--- src/rtl/ps2_pkg.sv ---
`default_nettype none
// ============================================================================
// Module   : ps2_pkg
// Brief    : Shared constants and FSM encoding for the PS/2 scancode receiver.
// Revision : 1.0
// ============================================================================
package ps2_pkg;

    typedef logic [1:0] ps2_state_t;

    localparam ps2_state_t c_ST_IDLE   = 2'd0;
    localparam ps2_state_t c_ST_DATA   = 2'd1;
    localparam ps2_state_t c_ST_PARITY = 2'd2;
    localparam ps2_state_t c_ST_STOP   = 2'd3;

    localparam logic [7:0] PS2_PREFIX_EXT = 8'hE0;
    localparam logic [7:0] PS2_PREFIX_REL = 8'hF0;

    localparam int c_FILTER_LEN_DEF  = 8;
    localparam int c_TIMEOUT_CYC_DEF = 6250;

endpackage
`default_nettype wire

--- src/rtl/ps2_line_filter.sv ---
`default_nettype none
// ============================================================================
// Module   : ps2_line_filter
// Brief    : 2-flop synchronizer, glitch filter and falling-edge strobe.
// Revision : 1.0
// ============================================================================
module ps2_line_filter #(
    parameter int FILTER_LEN = 8
) (
    input  logic clk,
    input  logic rst_n,
    input  logic i_line,
    output logic o_fall
);

    localparam int c_CW = $clog2(FILTER_LEN + 1);

    logic            r_sync1;
    logic            r_sync2;
    logic            r_level;
    logic [c_CW-1:0] r_cnt;

    // The level flips only on the FILTER_LEN-th consecutive differing sample.
    always_ff @(posedge clk or negedge rst_n) begin
        if (!rst_n) begin
            r_sync1 <= 1'b1;
            r_sync2 <= 1'b1;
            r_level <= 1'b1;
            r_cnt   <= '0;
            o_fall  <= 1'b0;
        end else begin
            r_sync1 <= i_line;
            r_sync2 <= r_sync1;
            o_fall  <= 1'b0;
            if (r_sync2 == r_level) begin
                r_cnt <= '0;
            end else if (r_cnt == c_CW'(FILTER_LEN - 1)) begin
                r_level <= r_sync2;
                r_cnt   <= '0;
                o_fall  <= r_level;
            end else begin
                r_cnt <= r_cnt + 1'b1;
            end
        end
    end

endmodule
`default_nettype wire

--- src/rtl/ps2_scancode_rx.sv ---
`default_nettype none
// ============================================================================
// Module   : ps2_scancode_rx
// Brief    : PS/2 keyboard frame receiver with E0/F0 prefix decoding.
//            Define PS2_RX_TIMEOUT_EN to enable the mid-frame watchdog.
// Revision : 1.0
// ============================================================================
module ps2_scancode_rx
    import ps2_pkg::*;
#(
    parameter int FILTER_LEN  = c_FILTER_LEN_DEF,
    parameter int TIMEOUT_CYC = c_TIMEOUT_CYC_DEF
) (
    input  logic       clkps2,
    input  logic       rst_n,
    input  logic       ps2clk,
    input  logic       ps2data,
    output logic [7:0] scancode,
    output logic       valid,
    output logic       released,
    output logic       extended,
    output logic       error
);

    ps2_state_t r_state;
    ps2_state_t w_state_nxt;
    logic       r_dsync1;
    logic       r_dsync2;
    logic       w_bit_ev;
    logic [7:0] r_shift;
    logic [2:0] r_bitcnt;
    logic       r_par_ok;
    logic       r_ext_flag;
    logic       r_rel_flag;
    logic       w_timeout;
    logic       w_good;
    logic       w_bad;

    if (FILTER_LEN < 1 || TIMEOUT_CYC < 1) begin : g_param_check
        $error("ps2_scancode_rx: FILTER_LEN and TIMEOUT_CYC must be >= 1");
    end

    ps2_line_filter #(
        .FILTER_LEN (FILTER_LEN)
    ) u_clk_filter (
        .clk    (clkps2),
        .rst_n  (rst_n),
        .i_line (ps2clk),
        .o_fall (w_bit_ev)
    );

    always_ff @(posedge clkps2 or negedge rst_n) begin
        if (!rst_n) begin
            r_dsync1 <= 1'b1;
            r_dsync2 <= 1'b1;
        end else begin
            r_dsync1 <= ps2data;
            r_dsync2 <= r_dsync1;
        end
    end

`ifdef PS2_RX_TIMEOUT_EN
    localparam int c_TW = $clog2(TIMEOUT_CYC + 1);
    logic [c_TW-1:0] r_to_cnt;

    // Saturates at TIMEOUT_CYC; a bit event in the expiry cycle takes priority.
    always_ff @(posedge clkps2 or negedge rst_n) begin
        if (!rst_n) begin
            r_to_cnt <= '0;
        end else if (r_state == c_ST_IDLE || w_bit_ev) begin
            r_to_cnt <= '0;
        end else if (r_to_cnt != c_TW'(TIMEOUT_CYC)) begin
            r_to_cnt <= r_to_cnt + 1'b1;
        end
    end

    assign w_timeout = (r_state != c_ST_IDLE) && !w_bit_ev &&
                       (r_to_cnt == c_TW'(TIMEOUT_CYC));
`else
    assign w_timeout = 1'b0;
`endif

    always_ff @(posedge clkps2 or negedge rst_n) begin
        if (!rst_n) r_state <= c_ST_IDLE;
        else        r_state <= w_state_nxt;
    end

    always_comb begin
        w_state_nxt = r_state;
        case (r_state)
            c_ST_IDLE:   if (w_bit_ev && !r_dsync2)              w_state_nxt = c_ST_DATA;
            c_ST_DATA:   if (w_bit_ev && r_bitcnt == 3'd7)       w_state_nxt = c_ST_PARITY;
            c_ST_PARITY: if (w_bit_ev)                           w_state_nxt = c_ST_STOP;
            c_ST_STOP:   if (w_bit_ev)                           w_state_nxt = c_ST_IDLE;
            default:                                             w_state_nxt = c_ST_IDLE;
        endcase
        if (w_timeout) w_state_nxt = c_ST_IDLE;
    end

    always_comb begin
        w_good = 1'b0;
        w_bad  = w_timeout;
        if (r_state == c_ST_STOP && w_bit_ev) begin
            w_good = r_dsync2 && r_par_ok;
            w_bad  = !(r_dsync2 && r_par_ok);
        end
    end

    always_ff @(posedge clkps2 or negedge rst_n) begin
        if (!rst_n) begin
            r_shift    <= '0;
            r_bitcnt   <= '0;
            r_par_ok   <= 1'b0;
            r_ext_flag <= 1'b0;
            r_rel_flag <= 1'b0;
            scancode   <= 8'h00;
            released   <= 1'b0;
            extended   <= 1'b0;
            valid      <= 1'b0;
            error      <= 1'b0;
        end else begin
            valid <= 1'b0;
            error <= 1'b0;
            if (r_state == c_ST_IDLE && w_bit_ev) begin
                r_bitcnt <= '0;
            end
            if (r_state == c_ST_DATA && w_bit_ev) begin
                r_shift  <= {r_dsync2, r_shift[7:1]};
                r_bitcnt <= r_bitcnt + 1'b1;
            end
            if (r_state == c_ST_PARITY && w_bit_ev) begin
                r_par_ok <= ^{r_shift, r_dsync2};
            end
            if (w_bad) begin
                error      <= 1'b1;
                r_ext_flag <= 1'b0;
                r_rel_flag <= 1'b0;
            end else if (w_good) begin
                if (r_shift == PS2_PREFIX_EXT) begin
                    r_ext_flag <= 1'b1;
                end else if (r_shift == PS2_PREFIX_REL) begin
                    r_rel_flag <= 1'b1;
                end else begin
                    scancode   <= r_shift;
                    released   <= r_rel_flag;
                    extended   <= r_ext_flag;
                    valid      <= 1'b1;
                    r_ext_flag <= 1'b0;
                    r_rel_flag <= 1'b0;
                end
            end
        end
    end

endmodule
`default_nettype wire
--- config.mk ---
export PLATFORM = sky130hd
export DESIGN_NAME = ps2_scancode_rx
export DESIGN_NICKNAME = d
export VERILOG_FILES = /design/src/rtl/ps2_pkg.sv /design/src/rtl/ps2_line_filter.sv /design/src/rtl/ps2_scancode_rx.sv
export SDC_FILE = /design/constraint.sdc
export NUM_CORES = 1
export LEC_CHECK = 0
export BUFFER_PORTS_ARGS = -buffer_cell sky130_fd_sc_hd__buf_4
export CAP_MARGIN = 0
export CORE_UTILIZATION = 57
export DETAILED_ROUTE_END_ITERATION = 12
export GPL_TIMING_DRIVEN = 0
export PLACE_DENSITY_LB_ADDON = 0.2
export SYNTH_ARGS = -nofsm -noshare
export SYNTH_HDL_FRONTEND = slang
export SYNTH_SLANG_ARGS = --single-unit
--- constraint.sdc ---
create_clock -name clkps2 -period 1.92 [get_ports clkps2]
set_input_delay 0.288 -clock clkps2 [delete_from_list [all_inputs] [get_ports clkps2]]
set_output_delay 0.288 -clock clkps2 [all_outputs]
set_load 0.03 [all_outputs]
==> Word level (Yosys, flattened, before mapping) <==
Cells that the tools add are included.
{ "word_totals": {"word_cells": 82, "rom_bits": 0, "latchBits": 0, "output_inout_bits": 12, "ramBits": 0, "regBits": 38, "in_bits": 4, "n_memories": 0} }
{ "op_classes": {"mux": 26, "n_lt_le_gt_ge": 0, "n_reduce_logical": 18, "n_mul": 0, "addsub": 2, "shifts": 0, "div": 0, "eq_ne": 14, "bitwise_logic": 4} }
{ "ops": {"columns": ["cell", "count"], "rows": [
  ["$mux 1", 17],
  ["$eq 8x8->1 const B", 2],
  ["$reduce_xor 9->1", 1],
  ["$mux 2", 4],
  ["$mux 4", 2],
  ["$pmux 2 s4", 1],
  ["$reduce_and 4->1", 2],
  ["$logic_and 1x1->1", 7],
  ["$mux 3", 2],
  ["$ne 2x2->1 const B", 3],
  ["$reduce_and 2->1", 3],
  ["$add 4x1->4 const B", 1],
  ["$eq 2x2->1 const B", 2],
  ["$eq 4x3->1 const B", 1],
  ["$ne 2x1->1 const B", 2],
  ["$not 1->1", 4],
  ["$reduce_bool 2->1", 2],
  ["$add 3x1->3 const B", 1],
  ["$eq 3x3->1 const B", 1],
  ["$ne 3x3->1 const B", 1],
  ["$eq 2x1->1 const B", 1],
  ["$logic_not 1->1", 2],
  ["$logic_not 2->1", 1],
  ["$eq 1x1->1", 1]
]} }

==> Longest topological paths before layout <==
{ "logic_depth": {"ltp_word": 5, "mapped_depth": 5, "ltp_nobuf": 5} }

==> Hierarchy <==
Synthesis repeated with hierarchy kept, for this count alone.
{ "unflattened": {"cells_unflattened": 115, "area_unflattened_um2": 1652.8} }
{ "by_module_without_submodules": {"columns": ["mod", "seq_area_each_um2", "cells_per_inst", "area_per_inst_um2", "instances"], "rows": [
  ["ps2_scancode_rx", 753.2, 94, 1341.3, 1],
  ["ps2_line_filter", 203.9, 21, 311.5, 1]
]} }

==> Worst setup path after synthesis <==
Ideal clock, no wire load.
{ "synth_path": {"kind": "reg-to-reg", "start": "reg r_state[1]", "end": "reg extended", "arrival_time_ns": 1.358, "synth_period_minus_slack_ns": 1.483, "path_slack_ns": 0.437, "stages_incl_launch_ff": 6, "setup_ns": 0.125, "path_buffers": 1, "required_time_ns": 1.795, "cell_sequence": "dfrtp_1 ha_1 nand2_1 nor3_2 buf_6 mux2_4"} }
{ "synth_between": {"elab_chain_cells": 5, "elab_cells_between_ends": 6, "cone_classes": "eq/ne (1); mux (2); bitwise (1); reduce/logical (2)"} }
{ "synth_lines": {"columns": ["element", "line_no", "source"], "rows": [
  ["from (decl)", "ps2_scancode_rx.sv:25", "ps2_state_t r_state;"],
  ["from (signal assigned)", "ps2_scancode_rx.sv:84", "if (!rst_n) r_state <= c_ST_IDLE;"],
  ["from (signal assigned)", "ps2_scancode_rx.sv:85", "else r_state <= w_state_nxt;"],
  ["$eq 2x2->1 (*)", "ps2_scancode_rx.sv:103", "if (r_state == c_ST_STOP && w_bit_ev) begin"],
  ["$logic_and 1x1->1 (*)", "ps2_scancode_rx.sv:103", null],
  ["$mux 1", "ps2_scancode_rx.sv:103", null],
  ["$not 1->1 (no line)", null, null],
  ["$reduce_and 4->1 (no line) (*)", null, null],
  ["to (signal assigned)", "ps2_scancode_rx.sv:146", "extended <= r_ext_flag;"],
  ["to (decl)", "ps2_scancode_rx.sv:21", "output logic extended,"]
]} }
Mark *: on every way between the ends. The rest lies on a longest branch, timed or not.
A chain may end at the register's enable or synchronous reset.

==> Worst setup path in the final report <==
{ "layout_path": {"start": "reg r_state[0]", "end": "reg scancode[5]"} }
{ "layout_between": {"elab_chain_cells": 5, "elab_cells_between_ends": 6, "cone_classes": "eq/ne (1); mux (2); bitwise (1); reduce/logical (2)"} }
{ "layout_lines": {"columns": ["element", "line_no", "source"], "rows": [
  ["$eq 2x2->1 (*)", "ps2_scancode_rx.sv:103", null],
  ["$logic_and 1x1->1 (*)", "ps2_scancode_rx.sv:103", null],
  ["$mux 1", "ps2_scancode_rx.sv:103", null],
  ["$not 1->1 (no line)", null, null],
  ["$reduce_and 4->1 (no line) (*)", null, null],
  ["to (signal assigned)", "ps2_scancode_rx.sv:144", "scancode <= r_shift;"],
  ["to (decl)", "ps2_scancode_rx.sv:18", "output logic [7:0] scancode,"]
]} }
Marks and branches as above.

==> impl_metrics.py <==
metrics = {
    "hold_path": {
        "hp-class": "in2reg",
        "hold_path_startpoint": "ps2data",
    },
    "yosys": {
        "synth.most_common_cell": "dfrtp_1",
        "yosys-top-cells-area": "dfrtp_1, mux2_4, dfstp_2",
        "synth-warning-count": 0,
        "synth_top_area_share_pct": 50.2,
        "netlist_area_um2": 1650,
        "synth_area_leader_cell": "dfrtp_1",
        "dominantRegCellSynth": "dfrtp_1",
        "syn-num-nets": 128,
        "synth_common_cells": "dfrtp_1, mux2_2, mux2_4",
        "postSynthAreaPerCell_um2": 14.2,
        "asyncSetResetFlopFracSynth_pct": 100,
        "synth-seq-cells": 38,
        "synth_sequential_area_ratio_pct": 58.2,
        "post_synth_num_cell_types": 27,
        "syn_inst": 116,
        "synth_enable_flop_cells": 0,
    },
    "routing": {
        "routed-via-count": 944,
        "vias_per_inst": 5.52,
        "drt_pre_antenna_iters": 4,
        "drtIter0Drc": 11,
        "route.detailed.drc": 0,
        "drt.antenna.violating_nets": 0,
        "route.detailed.wl_per_inst_um": 14.9,
        "drt_wl_total_mm": 2.55,
    },
    "global_routing": {
        "use_met2_pct": 29.9,
        "grt_antenna_before_repair": 0,
        "grt-ovfl-total": 0,
        "track_usage_pct": 19.6,
        "global_route.peak_usage_layer": "met2",
        "grtUsageMet3_pct": 5.12,
        "first_global_vias": 999,
        "largest_net_degree_at_the_start_of_global_routing": 39,
        "grt_pass1_wl_mm": 4.51,
        "globalRouteMet1Util_pct": 25.2,
    },
    "setup_path": {
        "critical_path_peak_fanout": 10,
        "worst_ep_required_time_ns": 2.15,
        "critPathLaunch": "r_state[0]$_DFFE_PN0P_",
        "critPathLaunchType": "flip-flop",
        "worst_r2r_startpoint": "r_state[0]$_DFFE_PN0P_",
        "cpMaxStageDelayCell": "dfrtp_1",
        "cpPeakStageDelay_ns": 0.40,
        "crit_chain": "ha_1, nand2_1, nor3_2, buf_6, mux2_4",
        "crit_arrival_ns": 1.90,
        "setup.worst_path.end_class": "flip-flop",
        "path_class": "reg2reg",
    },
    "floorplan": {
        "die_area_um2": 3110,
        "start_util_pct": 60.2,
        "core-area_um2": 2730,
        "rows": 19,
        "floorplan.die.width_um": 55.7,
        "die_y_um": 55.7,
        "num_io_pins": 16,
    },
    "timing": {
        "fin_crit_ns": 1.67,
        "rsz0062_at_grt": "false",
        "finalHoldViolCount": 0,
        "worst-slew-pin-transition_ns": 0.465,
        "fmax_mhz": 598,
        "setup_total_negative_slack_ns": 0,
        "fin_skew_ns": 0.00859,
        "finalSetupViolations": 0,
        "slew_violations": 0,
        "timing.final.ws_setup_ns": 0.248,
        "finalCritPeriodShare_pct": 87.1,
        "timing.max_slew.rel_slack_pct": 69.0,
    },
    "cts": {
        "cts_repair_resize_count": 0,
        "worst_skew_pair.late_latency_ns": 0.34,
        "cts_sinks": 38,
        "cts_tree": "built",
        "cts-htree-levels": 2,
        "numCtsBuffers": 5,
        "cts_buffer_depth": 2,
        "cts-root-buf": "clkbuf_4",
        "cts.clk_slew.worst_paths_ns": 0.11,
    },
    "flow_run": {
        "maxCapViolCount": 0,
    },
    "finish": {
        "num-nets-final": 151,
        "layout-drive-gt1-share_pct": 36.4,
        "diodes": 0,
        "areaGrowthSynthToFinish_pct": 13.5,
        "final_instance_area_um2": 1870,
    },
    "run_status": {
        "run_status": "completed",
    },
    "placed_design": {
        "place.gp.congestion": 0.706,
        "port-buffer-count": 15,
        "place_ws_ns": 0.280,
        "dpl_cell_area_um2": 1800,
        "dpl.hpwl_mm": 1.71,
    },
    "power": {
        "power.total_mw": 1.65,
        "leakagePower_nw": 0.946,
        "peakVddDrop_mv": 0.752,
        "power.density_nw_per_um2": 885,
    },
}
## final timing paths
check,slack (ns),cells after the start,end
max,0.25,5,scancode[5]$_DFFE_PN0P_
min,0.05,1,r_dsync1$_DFF_PN1_
max reg2reg,0.25,5,scancode[5]$_DFFE_PN0P_
min reg2reg,0.36,0,u_clk_filter.r_sync2$_DFF_PN1_
max in group asynchronous,1.12,2,u_clk_filter.r_sync1$_DFF_PN1_
min in group asynchronous,0.43,2,r_bitcnt[1]$_DFFE_PN0P_
## sequential cells by signal, summed over array words and instances (netlist names)
register,cells
u_clk_filter.o_fall,1
extended,1
r_state,2
r_ext_flag,1
scancode,8
released,1
r_par_ok,1
valid,1
r_bitcnt,3
r_dsync1,1
u_clk_filter.r_level,1
u_clk_filter.r_sync2,1
r_shift,8
error,1
r_rel_flag,1
u_clk_filter.r_sync1,1
u_clk_filter.r_cnt,4
r_dsync2,1
## critical path, delay by kind of cell, from the launching register on
family / cells / cell delay [ns]
AND/OR/NAND/NOR: 2 / 0.41
multiplexers: 1 / 0.31
flip-flops: 1 / 0.40
adder cells (fa/ha/maj): 1 / 0.22
buffers and inverters: 1 / 0.22
## routing by layer
layer	wire length, µm	vias to the layer above
met5	0	-
met4	72	0
met3	109	9
met2	1170	19
met1	1200	467
li1	-	449
## stage by stage
stage / hold WS, ns / util (%) / std cells
final: 0.0467 / 68.3 / 171
after global routing: 0.0272 / 68.3 / 171
after CTS: 0.0380 / 68.3 / 171
after detailed placement: 0.277 / 65.7 / 162
after global placement: 0.271 / 65.7 / 162
after floorplan: -0.00759 / - / 116
## logic make-up after synthesis
logic type	share of synthesized area, %
adders and majority gates	6.08
AOI/OAI and AO/OA	4.33
and+or+nand+nor	7.53
xor gates and xnor gates	5.63
DFF	58.2
buffers and inverters	1.90
muxes	16.3
## what timing repair did
item                      CTS  global route
hold endpoints to repair   33             0
buffers inserted            0             0
hold buffers                1             0
## placed cells by master, fill, tap and decap left out, types with 2 or more instances in the layout
cell type / netlist / final
clkbuf_4: 0 / 5
dfstp_2: 5 / 5
mux2_4: 9 / 9
xnor2_1: 6 / 6
o21ai_0: 4 / 4
a21oi_1: 2 / 2
dfrtp_1: 33 / 33
inv_1: 4 / 4
mux2_2: 11 / 11
xor2_1: 2 / 2
ha_1: 8 / 8
nor3b_1: 2 / 2
a32o_1: 2 / 2
nand2_1: 6 / 6
nor2_1: 7 / 7
nor3_1: 2 / 2
buf_4: 0 / 15
a31oi_1: 2 / 2
## final cells by class
type	count	area, µm²
Clock buffer	7	55.1
Timing Repair Buffer	16	123
Multi-Input combinational cell	72	657
Sequential cell	38	957
Clock inverter	1	5.00
Tap cell	31	38.8
Fill cell	208	867
Buffer	2	16.3
Inverter	4	15.0
## power by group
part,internal [mW],switching [mW],leakage (nW)
clock,0.178,0.250,0.0353
combinational,0.141,0.161,0.404
sequential,0.872,0.0507,0.507
(Power assumes the default switching activity.)
